### src/rtl/secure_ram_arbiter_pkg.sv
// secure_ram_pkg: shared host tags, owner-pipe entry type and arbitration helper
package secure_ram_pkg;

    typedef enum logic {
        HOST_INSTR = 1'b0,
        HOST_DATA  = 1'b1
    } host_e;

    typedef struct packed {
        logic  vld;
        host_e host;
    } owner_t;

    localparam int RAM_LATENCY_DEFAULT = 2;
    localparam int AW_DEFAULT          = 32;
    localparam int DW_DEFAULT          = 32;

    // Data wins when it is the only requester, or when both request and instr was served last
    function automatic logic pick_data(logic instr_req, logic data_req, host_e last_grant);
        return data_req & (~instr_req | (last_grant == HOST_INSTR));
    endfunction

endpackage

### src/rtl/secure_ram_arbiter_if.sv
// secure_ram_arbiter_if: fetch, LSU and RAM buses seen from the arbiter (slave) and its environment (master)
interface secure_ram_arbiter_if #(
    parameter int AW = secure_ram_pkg::AW_DEFAULT,
    parameter int DW = secure_ram_pkg::DW_DEFAULT
);
    logic          instr_req_i;
    logic [AW-1:0] instr_addr_i;
    logic          instr_gnt_o;
    logic          instr_rvalid_o;
    logic [DW-1:0] instr_rdata_o;

    logic          data_req_i;
    logic          data_we_i;
    logic [3:0]    data_be_i;
    logic [AW-1:0] data_addr_i;
    logic [DW-1:0] data_wdata_i;
    logic          data_gnt_o;
    logic          data_rvalid_o;
    logic [DW-1:0] data_rdata_o;

    logic          ram_req_o;
    logic          ram_we_o;
    logic [3:0]    ram_be_o;
    logic [AW-1:0] ram_addr_o;
    logic [DW-1:0] ram_wdata_o;
    logic          ram_gnt_i;
    logic          ram_rvalid_i;
    logic [DW-1:0] ram_rdata_i;

    modport slave (
        input  instr_req_i, instr_addr_i,
        output instr_gnt_o, instr_rvalid_o, instr_rdata_o,
        input  data_req_i, data_we_i, data_be_i, data_addr_i, data_wdata_i,
        output data_gnt_o, data_rvalid_o, data_rdata_o,
        output ram_req_o, ram_we_o, ram_be_o, ram_addr_o, ram_wdata_o,
        input  ram_gnt_i, ram_rvalid_i, ram_rdata_i
    );

    modport master (
        output instr_req_i, instr_addr_i,
        input  instr_gnt_o, instr_rvalid_o, instr_rdata_o,
        output data_req_i, data_we_i, data_be_i, data_addr_i, data_wdata_i,
        input  data_gnt_o, data_rvalid_o, data_rdata_o,
        input  ram_req_o, ram_we_o, ram_be_o, ram_addr_o, ram_wdata_o,
        output ram_gnt_i, ram_rvalid_i, ram_rdata_i
    );

endinterface

### src/rtl/secure_ram_arbiter_owner_pipe.sv
// secure_ram_owner_pipe: fixed-depth shift register tagging each RAM cycle with its owning host
module secure_ram_owner_pipe
    import secure_ram_pkg::*;
#(
    parameter int DEPTH = RAM_LATENCY_DEFAULT
) (
    input  logic   clk_i,
    input  logic   rst_ni,
    input  owner_t head_i,
    output owner_t tail_o
);

    owner_t pipe_q [DEPTH];

    // Every tag moves one stage per cycle; idle cycles load an invalid tag so slots stay aligned
    always_ff @(posedge clk_i or negedge rst_ni) begin
        if (!rst_ni) begin
            for (int i = 0; i < DEPTH; i++) pipe_q[i] <= '0;
        end else begin
            pipe_q[0] <= head_i;
            for (int i = 1; i < DEPTH; i++) pipe_q[i] <= pipe_q[i-1];
        end
    end

    assign tail_o = pipe_q[DEPTH-1];

endmodule

### src/rtl/secure_ram_arbiter.sv
// secure_ram_arbiter: round-robin merge of fetch and LSU onto one secure RAM with zero-forced idle data paths
module secure_ram_arbiter
    import secure_ram_pkg::*;
#(
    parameter int RAM_LATENCY = RAM_LATENCY_DEFAULT
) (
    input  logic                  clk_i,
    input  logic                  rst_ni,
    secure_ram_arbiter_if.slave   bus,
    output logic                  proto_err_o
);

    host_e  last_q, last_d, winner;
    owner_t head, tail;
    logic   req, sel_data, accept, resp, err_q, err_d;

    // Pick the winner and drive the RAM bus only from it; unused fields stay at 0
    always_comb begin
        req              = bus.instr_req_i | bus.data_req_i;
        sel_data         = pick_data(bus.instr_req_i, bus.data_req_i, last_q);
        winner           = sel_data ? HOST_DATA : HOST_INSTR;
        accept           = req & bus.ram_gnt_i;
        last_d           = accept ? winner : last_q;
        head             = '{vld: accept, host: winner};
        bus.ram_req_o    = req;
        bus.ram_we_o     = sel_data & bus.data_we_i;
        bus.ram_be_o     = sel_data ? bus.data_be_i : (bus.instr_req_i ? 4'hF : 4'h0);
        bus.ram_addr_o   = sel_data ? bus.data_addr_i : (bus.instr_req_i ? bus.instr_addr_i : '0);
        bus.ram_wdata_o  = sel_data ? bus.data_wdata_i : '0;
        bus.instr_gnt_o  = ~sel_data & bus.instr_req_i & bus.ram_gnt_i;
        bus.data_gnt_o   = sel_data & bus.ram_gnt_i;
    end

    secure_ram_owner_pipe #(.DEPTH(RAM_LATENCY)) u_owner_pipe (
        .clk_i  (clk_i),
        .rst_ni (rst_ni),
        .head_i (head),
        .tail_o (tail)
    );

    // Route a response only to the tagged host; any tag/rvalid disagreement is dropped and flagged
    always_comb begin
        resp               = tail.vld & bus.ram_rvalid_i;
        err_d              = err_q | (tail.vld != bus.ram_rvalid_i);
        bus.instr_rvalid_o = resp & (tail.host == HOST_INSTR);
        bus.data_rvalid_o  = resp & (tail.host == HOST_DATA);
        bus.instr_rdata_o  = bus.instr_rvalid_o ? bus.ram_rdata_i : '0;
        bus.data_rdata_o   = bus.data_rvalid_o ? bus.ram_rdata_i : '0;
    end

    // Round-robin pointer and sticky protocol error
    always_ff @(posedge clk_i or negedge rst_ni) begin
        if (!rst_ni) begin
            last_q <= HOST_DATA;
            err_q  <= 1'b0;
        end else begin
            last_q <= last_d;
            err_q  <= err_d;
        end
    end

    assign proto_err_o = err_q;

endmodule

### src/flat_wrapper.sv
// flat-port wrapper written by rule: the top's interface ports become plain ports
module secure_ram_arbiter_flat import secure_ram_pkg::*;
#(
    parameter int RAM_LATENCY = RAM_LATENCY_DEFAULT
)
  (clk_i, rst_ni, proto_err_o, bus_instr_req_i, bus_instr_addr_i, bus_instr_gnt_o, bus_instr_rvalid_o, bus_instr_rdata_o, bus_data_req_i, bus_data_we_i, bus_data_be_i, bus_data_addr_i, bus_data_wdata_i, bus_data_gnt_o, bus_data_rvalid_o, bus_data_rdata_o, bus_ram_req_o, bus_ram_we_o, bus_ram_be_o, bus_ram_addr_o, bus_ram_wdata_o, bus_ram_gnt_i, bus_ram_rvalid_i, bus_ram_rdata_i);
  secure_ram_arbiter_if #(.AW(32), .DW(32)) bus_i ();
  input  logic clk_i;
  input  logic rst_ni;
  output logic proto_err_o;
  input wire logic [$bits(bus_i.instr_req_i)-1:0] bus_instr_req_i;
  input wire logic [$bits(bus_i.instr_addr_i)-1:0] bus_instr_addr_i;
  output wire logic [$bits(bus_i.instr_gnt_o)-1:0] bus_instr_gnt_o;
  output wire logic [$bits(bus_i.instr_rvalid_o)-1:0] bus_instr_rvalid_o;
  output wire logic [$bits(bus_i.instr_rdata_o)-1:0] bus_instr_rdata_o;
  input wire logic [$bits(bus_i.data_req_i)-1:0] bus_data_req_i;
  input wire logic [$bits(bus_i.data_we_i)-1:0] bus_data_we_i;
  input wire logic [$bits(bus_i.data_be_i)-1:0] bus_data_be_i;
  input wire logic [$bits(bus_i.data_addr_i)-1:0] bus_data_addr_i;
  input wire logic [$bits(bus_i.data_wdata_i)-1:0] bus_data_wdata_i;
  output wire logic [$bits(bus_i.data_gnt_o)-1:0] bus_data_gnt_o;
  output wire logic [$bits(bus_i.data_rvalid_o)-1:0] bus_data_rvalid_o;
  output wire logic [$bits(bus_i.data_rdata_o)-1:0] bus_data_rdata_o;
  output wire logic [$bits(bus_i.ram_req_o)-1:0] bus_ram_req_o;
  output wire logic [$bits(bus_i.ram_we_o)-1:0] bus_ram_we_o;
  output wire logic [$bits(bus_i.ram_be_o)-1:0] bus_ram_be_o;
  output wire logic [$bits(bus_i.ram_addr_o)-1:0] bus_ram_addr_o;
  output wire logic [$bits(bus_i.ram_wdata_o)-1:0] bus_ram_wdata_o;
  input wire logic [$bits(bus_i.ram_gnt_i)-1:0] bus_ram_gnt_i;
  input wire logic [$bits(bus_i.ram_rvalid_i)-1:0] bus_ram_rvalid_i;
  input wire logic [$bits(bus_i.ram_rdata_i)-1:0] bus_ram_rdata_i;
  assign bus_i.instr_req_i = bus_instr_req_i;
  assign bus_i.instr_addr_i = bus_instr_addr_i;
  assign bus_instr_gnt_o = bus_i.instr_gnt_o;
  assign bus_instr_rvalid_o = bus_i.instr_rvalid_o;
  assign bus_instr_rdata_o = bus_i.instr_rdata_o;
  assign bus_i.data_req_i = bus_data_req_i;
  assign bus_i.data_we_i = bus_data_we_i;
  assign bus_i.data_be_i = bus_data_be_i;
  assign bus_i.data_addr_i = bus_data_addr_i;
  assign bus_i.data_wdata_i = bus_data_wdata_i;
  assign bus_data_gnt_o = bus_i.data_gnt_o;
  assign bus_data_rvalid_o = bus_i.data_rvalid_o;
  assign bus_data_rdata_o = bus_i.data_rdata_o;
  assign bus_ram_req_o = bus_i.ram_req_o;
  assign bus_ram_we_o = bus_i.ram_we_o;
  assign bus_ram_be_o = bus_i.ram_be_o;
  assign bus_ram_addr_o = bus_i.ram_addr_o;
  assign bus_ram_wdata_o = bus_i.ram_wdata_o;
  assign bus_i.ram_gnt_i = bus_ram_gnt_i;
  assign bus_i.ram_rvalid_i = bus_ram_rvalid_i;
  assign bus_i.ram_rdata_i = bus_ram_rdata_i;
  secure_ram_arbiter #(.RAM_LATENCY(RAM_LATENCY)) u_core (.clk_i(clk_i), .rst_ni(rst_ni), .bus(bus_i), .proto_err_o(proto_err_o));
endmodule
### config.mk
export PLATFORM = sky130hd
export DESIGN_NAME = secure_ram_arbiter_flat
export DESIGN_NICKNAME = d
export VERILOG_FILES = /design/src/rtl/secure_ram_arbiter_pkg.sv /design/src/rtl/secure_ram_arbiter_if.sv /design/src/rtl/secure_ram_arbiter_owner_pipe.sv /design/src/rtl/secure_ram_arbiter.sv /design/src/flat_wrapper.sv
export SDC_FILE = /design/constraint.sdc
export NUM_CORES = 1
export LEC_CHECK = 0
export ABC_CLOCK_PERIOD_IN_PS = 1800
export CORE_AREA = 10 10 99 101
export CTS_CLUSTER_SIZE = 8
export DETAILED_ROUTE_END_ITERATION = 10
export DIE_AREA = 0 0 109 111
export HOLD_SLACK_MARGIN = 0.05
export PLACE_DENSITY = 0.76
export SYNTH_ARGS = -nofsm -noshare
export SYNTH_HDL_FRONTEND = slang
export SYNTH_SLANG_ARGS = --single-unit
### constraint.sdc
create_clock -name clk_i -period 1.8 [get_ports clk_i]
set_input_delay 0.36 -clock clk_i [delete_from_list [all_inputs] [get_ports clk_i]]
set_output_delay 0.36 -clock clk_i [all_outputs]
set_load 0.02 [all_outputs]
==> results of run 1 <==
## synth_stat cells (all sizes together)
master  number
and2        68
and3        33
a32o        32
buf         14
clkbuf      10
dfrtp        5
a22o         4
or2          2
a21boi       1
a21oi        1
a31oi        1
and2b        1
dfstp        1
ha           1
nand2b       1
## layout make-up
cell class,instances,share of cell area (%)
clock buffer,4,0.957
multi-input combinational,145,26.3
sequential,6,3.22
tap,105,2.79
timing repair buffer,309,66.7
## critical path, cell delays in order (launching register included)
cell and delay [ps]:
dfstp_2 540, buf_6 100, a21boi_4 50, buf_6 120, buf_8 130, buf_16 130
a32o_2 240, buf_6 140
## timing repair
item                       CTS  global route
gates resized for setup    806            31
pin swaps                   32            12
setup endpoints to repair  138           132
setup buffers               12             3
cloned                      11             0
## cell families (layout without fill, tap and decap cells)
logic type               Yosys count  in the layout  share of synthesized area [%]
AND/OR/NAND/NOR                  105            105                           48.4
AO/OA/AOI/OAI                     39             39                           28.4
flip-flops                         6              6                           11.1
buffers and inverters             24            313                           11.1
adder cells (fa/ha/maj)            1              1                          0.921
## report_power, final
group          internal [mW]  switching [mW]  total [mW]
logic                  0.911           0.664        1.57
registers              0.151         0.00621       0.157
clock network          0.152          0.0583       0.211
## per-layer routing
metal	routed length, µm	global-route usage (%)	vias up
li1	-	-	1232
met1	3990	17.4	1208
met2	6630	36.3	183
met3	1690	8.72	18
met4	320	7.12	0
met5	0	0	-
## stage by stage
stage	std cells	hold WS (ps)
floorplan	175	64.4
detailed placement	548	335
CTS	575	343
global route	569	347
global placement	548	333
finish	569	343
## sequential cells by signal, indices dropped and copies added (netlist names)
signal and cells:
u_core.last_q 1, u_core.proto_err_o 1, u_core.u_owner_pipe.pipe_q 2, u_core.u_owner_pipe.tail_o 2
## how the worst max path moves through the flow
| stage | to | startpoint | slack, ps |
|---|---|---|---|
| floorplan | bus_ram_addr_o[10] | u_core.last_q$_DFFE_PN1P_ | 180 |
| global placement | bus_ram_addr_o[12] | bus_data_req_i | -690 |
| detailed placement | bus_ram_addr_o[12] | bus_data_req_i | -740 |
| CTS | bus_ram_addr_o[12] | u_core.last_q$_DFFE_PN1P_ | -240 |
| global route | bus_ram_addr_o[12] | u_core.last_q$_DFFE_PN1P_ | -260 |
| finish | bus_ram_addr_o[8] | u_core.last_q$_DFFE_PN1P_ | -230 |
==> metrics.yaml, run 1 <==
path_class: "reg -> out"
overflow: 0
die-width_um: 109
synth.yosys.warnings: 0
cts-root-buf: "clkbuf_8"
routed_wirelength_mm: 12.6
cts_hold_buf: 0
nNetsFinal: 605
post-dp-hpwl_mm: 10.2
cts_buffers: 3
start_kind: "register"
ff2ff_path_depth: 4
violations: "negative setup slack"
die_y_um: 111
total_power_mw: 1.94
num_rows: 33
leakagePower_nw: 2.33
reg2reg_setup_slack_ps: 720
clkTransAtPathRegs_ps: 40
syn_area_mm2: 0.00136
htree_levels: 1
tns_ps: -7880
fin_util_pct: 59.1
grt_use_total_pct: 19.4
synth_area_leader_cell: "and2_1"
final_area_mm2: 0.00471
drtAntennaViolNets: 0
report.final.slew_viol_count: 0
hold_class: "reg -> reg"
drc: 0
clock_sinks: 6
cts_tree: "done"
wl_per_cell_um: 22.2
first_pass_iters: 4
netlist.area_leader.share_pct: 31.3
rsz0062_at_grt: "true"
drt_iter0_markers: 80
grt_start_max_net_pins: 34
synth_seq_cells: 6
ios: 278
yosys.cell_types.count: 16
portBuffers: 277
rr_endpoint: "u_core.u_owner_pipe.pipe_q[2]$_DFF_PN0_"
synth.top_cells.by_area: "and2_1, a32o_1, and3_1, dfrtp_1, buf_6"
clock_latency_ps: 220
core_area_mm2: 0.00797
via_count: 2641
initial_utilization_pct: 17.1
post-route-period-util_pct: 113
finalHoldViolations: 0
peakVddDrop_mv: 0.207
cts_buffer_depth: 2
slew_headroom_pct: 82.8
layout_min_cycle_time_ps: 2030
placed_cell_area_mm2: 0.00425
diodes: 0
cp.required_ps: 1440
r2r-start: "u_core.last_q$_DFFE_PN1P_"
tightest_slew_ps: 258
cp_max_fo: 6
dp_slack_ps: -736
die-area_mm2: 0.0121
ys_seq_area_share_pct: 11.1
setup_viol_count_final: 67
gp_congestion: 0.817
multiInputGateArea_mm2: 0.00124
routed_via_density: 4.64
powerDensity_mw_per_mm2: 413
hold_path.startpoint: "u_core.u_owner_pipe.pipe_q[2]$_DFF_PN0_"
antenna_found_initial: 0
nFillCells: 700
syn_area_per_cell_um2: 7.76
clock.fmax_ghz: 0.493
area_growth_pct: 246
hold-path-endpoint: "u_core.u_owner_pipe.tail_o[0]$_DFF_PN0_"
clock-skew-final_ps: 2.88
synthesis.nets: 315
seqCellArea_um2: 151
drive_gt1_share_pct: 54.1
final_cell_mix: "clkdlybuf4s50_1, buf_6, and2_4, buf_2, and3_1"
crit_arrival_ps: 1670
status: "complete, but fails checks"
crit_path_end_kind: "primary output"
grt_pass1_wl_mm: 18.3
setup_slack_ps: -227
grt_pass1_vias: 2959
cap_viol_max_count: 0
synth_cells: 175
layout_commonest_cell: "clkdlybuf4s50_1"
min_path_cells: 0
(Power assumes the default switching activity.)
==> run 2, diff against run 1 <==
SLEW_MARGIN = 20   (was unset)
==> results of run 2 <==
Final layout, timing and power as in run 1 (identical DEF).
==> run 3, diff against run 2 <==
ABC_CLOCK_PERIOD_IN_PS = 2200   (was 1800)
CELL_PAD_IN_SITES_DETAIL_PLACEMENT = 1   (was unset)
CELL_PAD_IN_SITES_GLOBAL_PLACEMENT = 2   (was unset)
CORE_AREA = 10 10 128 130   (was 10 10 99 101)
DIE_AREA = 0 0 138 140   (was 0 0 109 111)
PLACE_DENSITY = unset   (was 0.76)
PLACE_DENSITY_LB_ADDON = 0.1   (was unset)
RECOVER_POWER = 50   (was unset)
clock period = 2.2 ns   (was 1.8 ns; I/O delays follow)
==> metrics.yaml, run 3 (synthesis results as in run 1) <==
status: "finished, final reports clean"
cap_viol_max_count: 0
rsz0062_at_grt: "false"
final_cell_mix: "clkdlybuf4s50_1, and2_1, clkdlybuf4s15_2, buf_4, and3_1"
drive_gt1_share_pct: 30.0
slowest_stage: "dfstp_2"
grt_pass1_vias: 2770
grt_pass1_wl_mm: 18.0
dp_slack_ps: -490
worst_path_largest_cell_delay_ps: 580
drc: 0
hold_class: "reg -> reg"
overflow: 0
via_count: 2498
portBuffers: 277
htree_levels: 1
combPwrFrac_pct: 70.3
setup_slack_ps: 69.0
clkTransAtPathRegs_ps: 30
layout_min_cycle_time_ps: 2130
finalHoldViolations: 0
wl_per_cell_um: 19.3
cts-root-buf: "clkbuf_16"
clock.fmax_ghz: 0.469
power_frac_seq_pct: 9.2
cp_num_buf_inv: 2
power_frac_clock_pct: 20.5
report.final.slew_viol_count: 0
drt_iter0_markers: 37
critical-path-top-delay-family: "flip-flops"
area_growth_pct: 215
antenna_found_initial: 0
tns_ps: 0
die_y_um: 140
p_sw_uw: 533
start_kind: "register"
setup_viol_count_final: 0
cp_max_fo: 9
cts_tree: "done"
nNetsFinal: 594
crit_path_end_kind: "primary output"
final_area_mm2: 0.00428
core_area_mm2: 0.0138
die-area_mm2: 0.0193
die-width_um: 138
diodes: 0
crit_arrival_ps: 1690
post-dp-hpwl_mm: 10.4
powerDensity_mw_per_mm2: 337
first_pass_iters: 4
slew_headroom_pct: 78.8
tightest_slew_ps: 318
peakVddDrop_mv: 0.204
initial_utilization_pct: 9.87
grt_use_total_pct: 11.5
path_class: "reg -> out"
whs_ps: 337
netSwitchingFraction_pct: 37.0
routed_via_density: 3.95
layout_commonest_cell: "clkdlybuf4s50_1"
gp_congestion: 0.755
worstPathCellList: "nand2b_1, buf_4, a22o_1, dlygate4sd2_1"
clock-skew-final_ps: 3.03
grt_start_max_net_pins: 34
num_rows: 43
clock_sinks: 6
p_int_uw: 909
ios: 278
cts_buffers: 3
cp.required_ps: 1760
post-route-period-util_pct: 96.9
drtAntennaViolNets: 0
placed_cell_area_mm2: 0.00434
fin_util_pct: 31.0
clock_latency_ps: 220
leakagePower_nw: 1.92
routed_wirelength_mm: 12.2
cts_buffer_depth: 2
-- run 3: cell types whose count changed in the layout (fill, tap and decap cells not counted), sizes merged, moves of 3 or more --
cell | previous run | this run
buf | 170 | 68
clkbuf | 4 | 27
dlygate4sd2 | 3 | 16
clkdlybuf4s15 | 0 | 53
dlygate4sd3 | 0 | 3
clkdlybuf4s50 | 136 | 133
-- run 3: final cells by class --
class	instances	area (µm²)
repair buffers	298	2760
flip-flops and latches	6	151
multi-input cells	145	1060
clock buffers	4	78.8
well taps	180	225
fillers	1636	9500
-- run 3: through the flow --
stage / cells / power, mW
6_report: 633 / 1.44
5_1_grt: 633 / 1.54
4_1_cts: 633 / 1.48
3_5_place_dp: 623 / 1.20
3_3_place_gp: 623 / 1.20
2_1_floorplan: 175 / 0.577
-- run 3: what timing repair did --
action,4_1_cts,5_1_grt
hold buffers,0,0
endpoints found under the setup margin,137,0
endpoints found under the hold margin,0,0
resized for setup,515,0
buffers inserted,4,0
-- run 3: worst paths after layout --
check | start | to | slack (ps) | depth (start not counted)
worst min-delay path | u_core.u_owner_pipe.pipe_q[2]$_DFF_PN0_ | u_core.u_owner_pipe.tail_o[0]$_DFF_PN0_ | 340 | 0
worst min register to register | u_core.u_owner_pipe.pipe_q[2]$_DFF_PN0_ | u_core.u_owner_pipe.tail_o[0]$_DFF_PN0_ | 340 | 0
min in group asynchronous | rst_ni | u_core.u_owner_pipe.tail_o[0]$_DFF_PN0_ | 520 | 1
worst max-delay path | u_core.last_q$_DFFE_PN1P_ | bus_ram_be_o[0] | 70 | 4
worst max register to register | u_core.last_q$_DFFE_PN1P_ | u_core.u_owner_pipe.pipe_q[2]$_DFF_PN0_ | 1020 | 3
max in group asynchronous | rst_ni | u_core.last_q$_DFFE_PN1P_ | 1410 | 1
-- run 3: power by group through the flow --
| stage | Sequential (mW) | Clock [mW] | Combinational (mW) |
|---|---|---|---|
| 2_1_floorplan | 0.132 | 0 | 0.445 |
| 3_3_place_gp | 0.133 | 0 | 1.07 |
| 3_5_place_dp | 0.133 | 0 | 1.07 |
| 4_1_cts | 0.132 | 0.304 | 1.05 |
| 5_1_grt | 0.133 | 0.314 | 1.09 |
| 6_report | 0.132 | 0.296 | 1.01 |
-- run 3: layer usage --
metal | wire, µm | share of wire, % | GRT usage, %
met1 | 4460 | 37 | 11.4
met2 | 6130 | 50 | 21.4
met3 | 1570 | 13 | 6.39
met4 | 36 | 0.30 | 0.999
met5 | 0 | 0 | 0
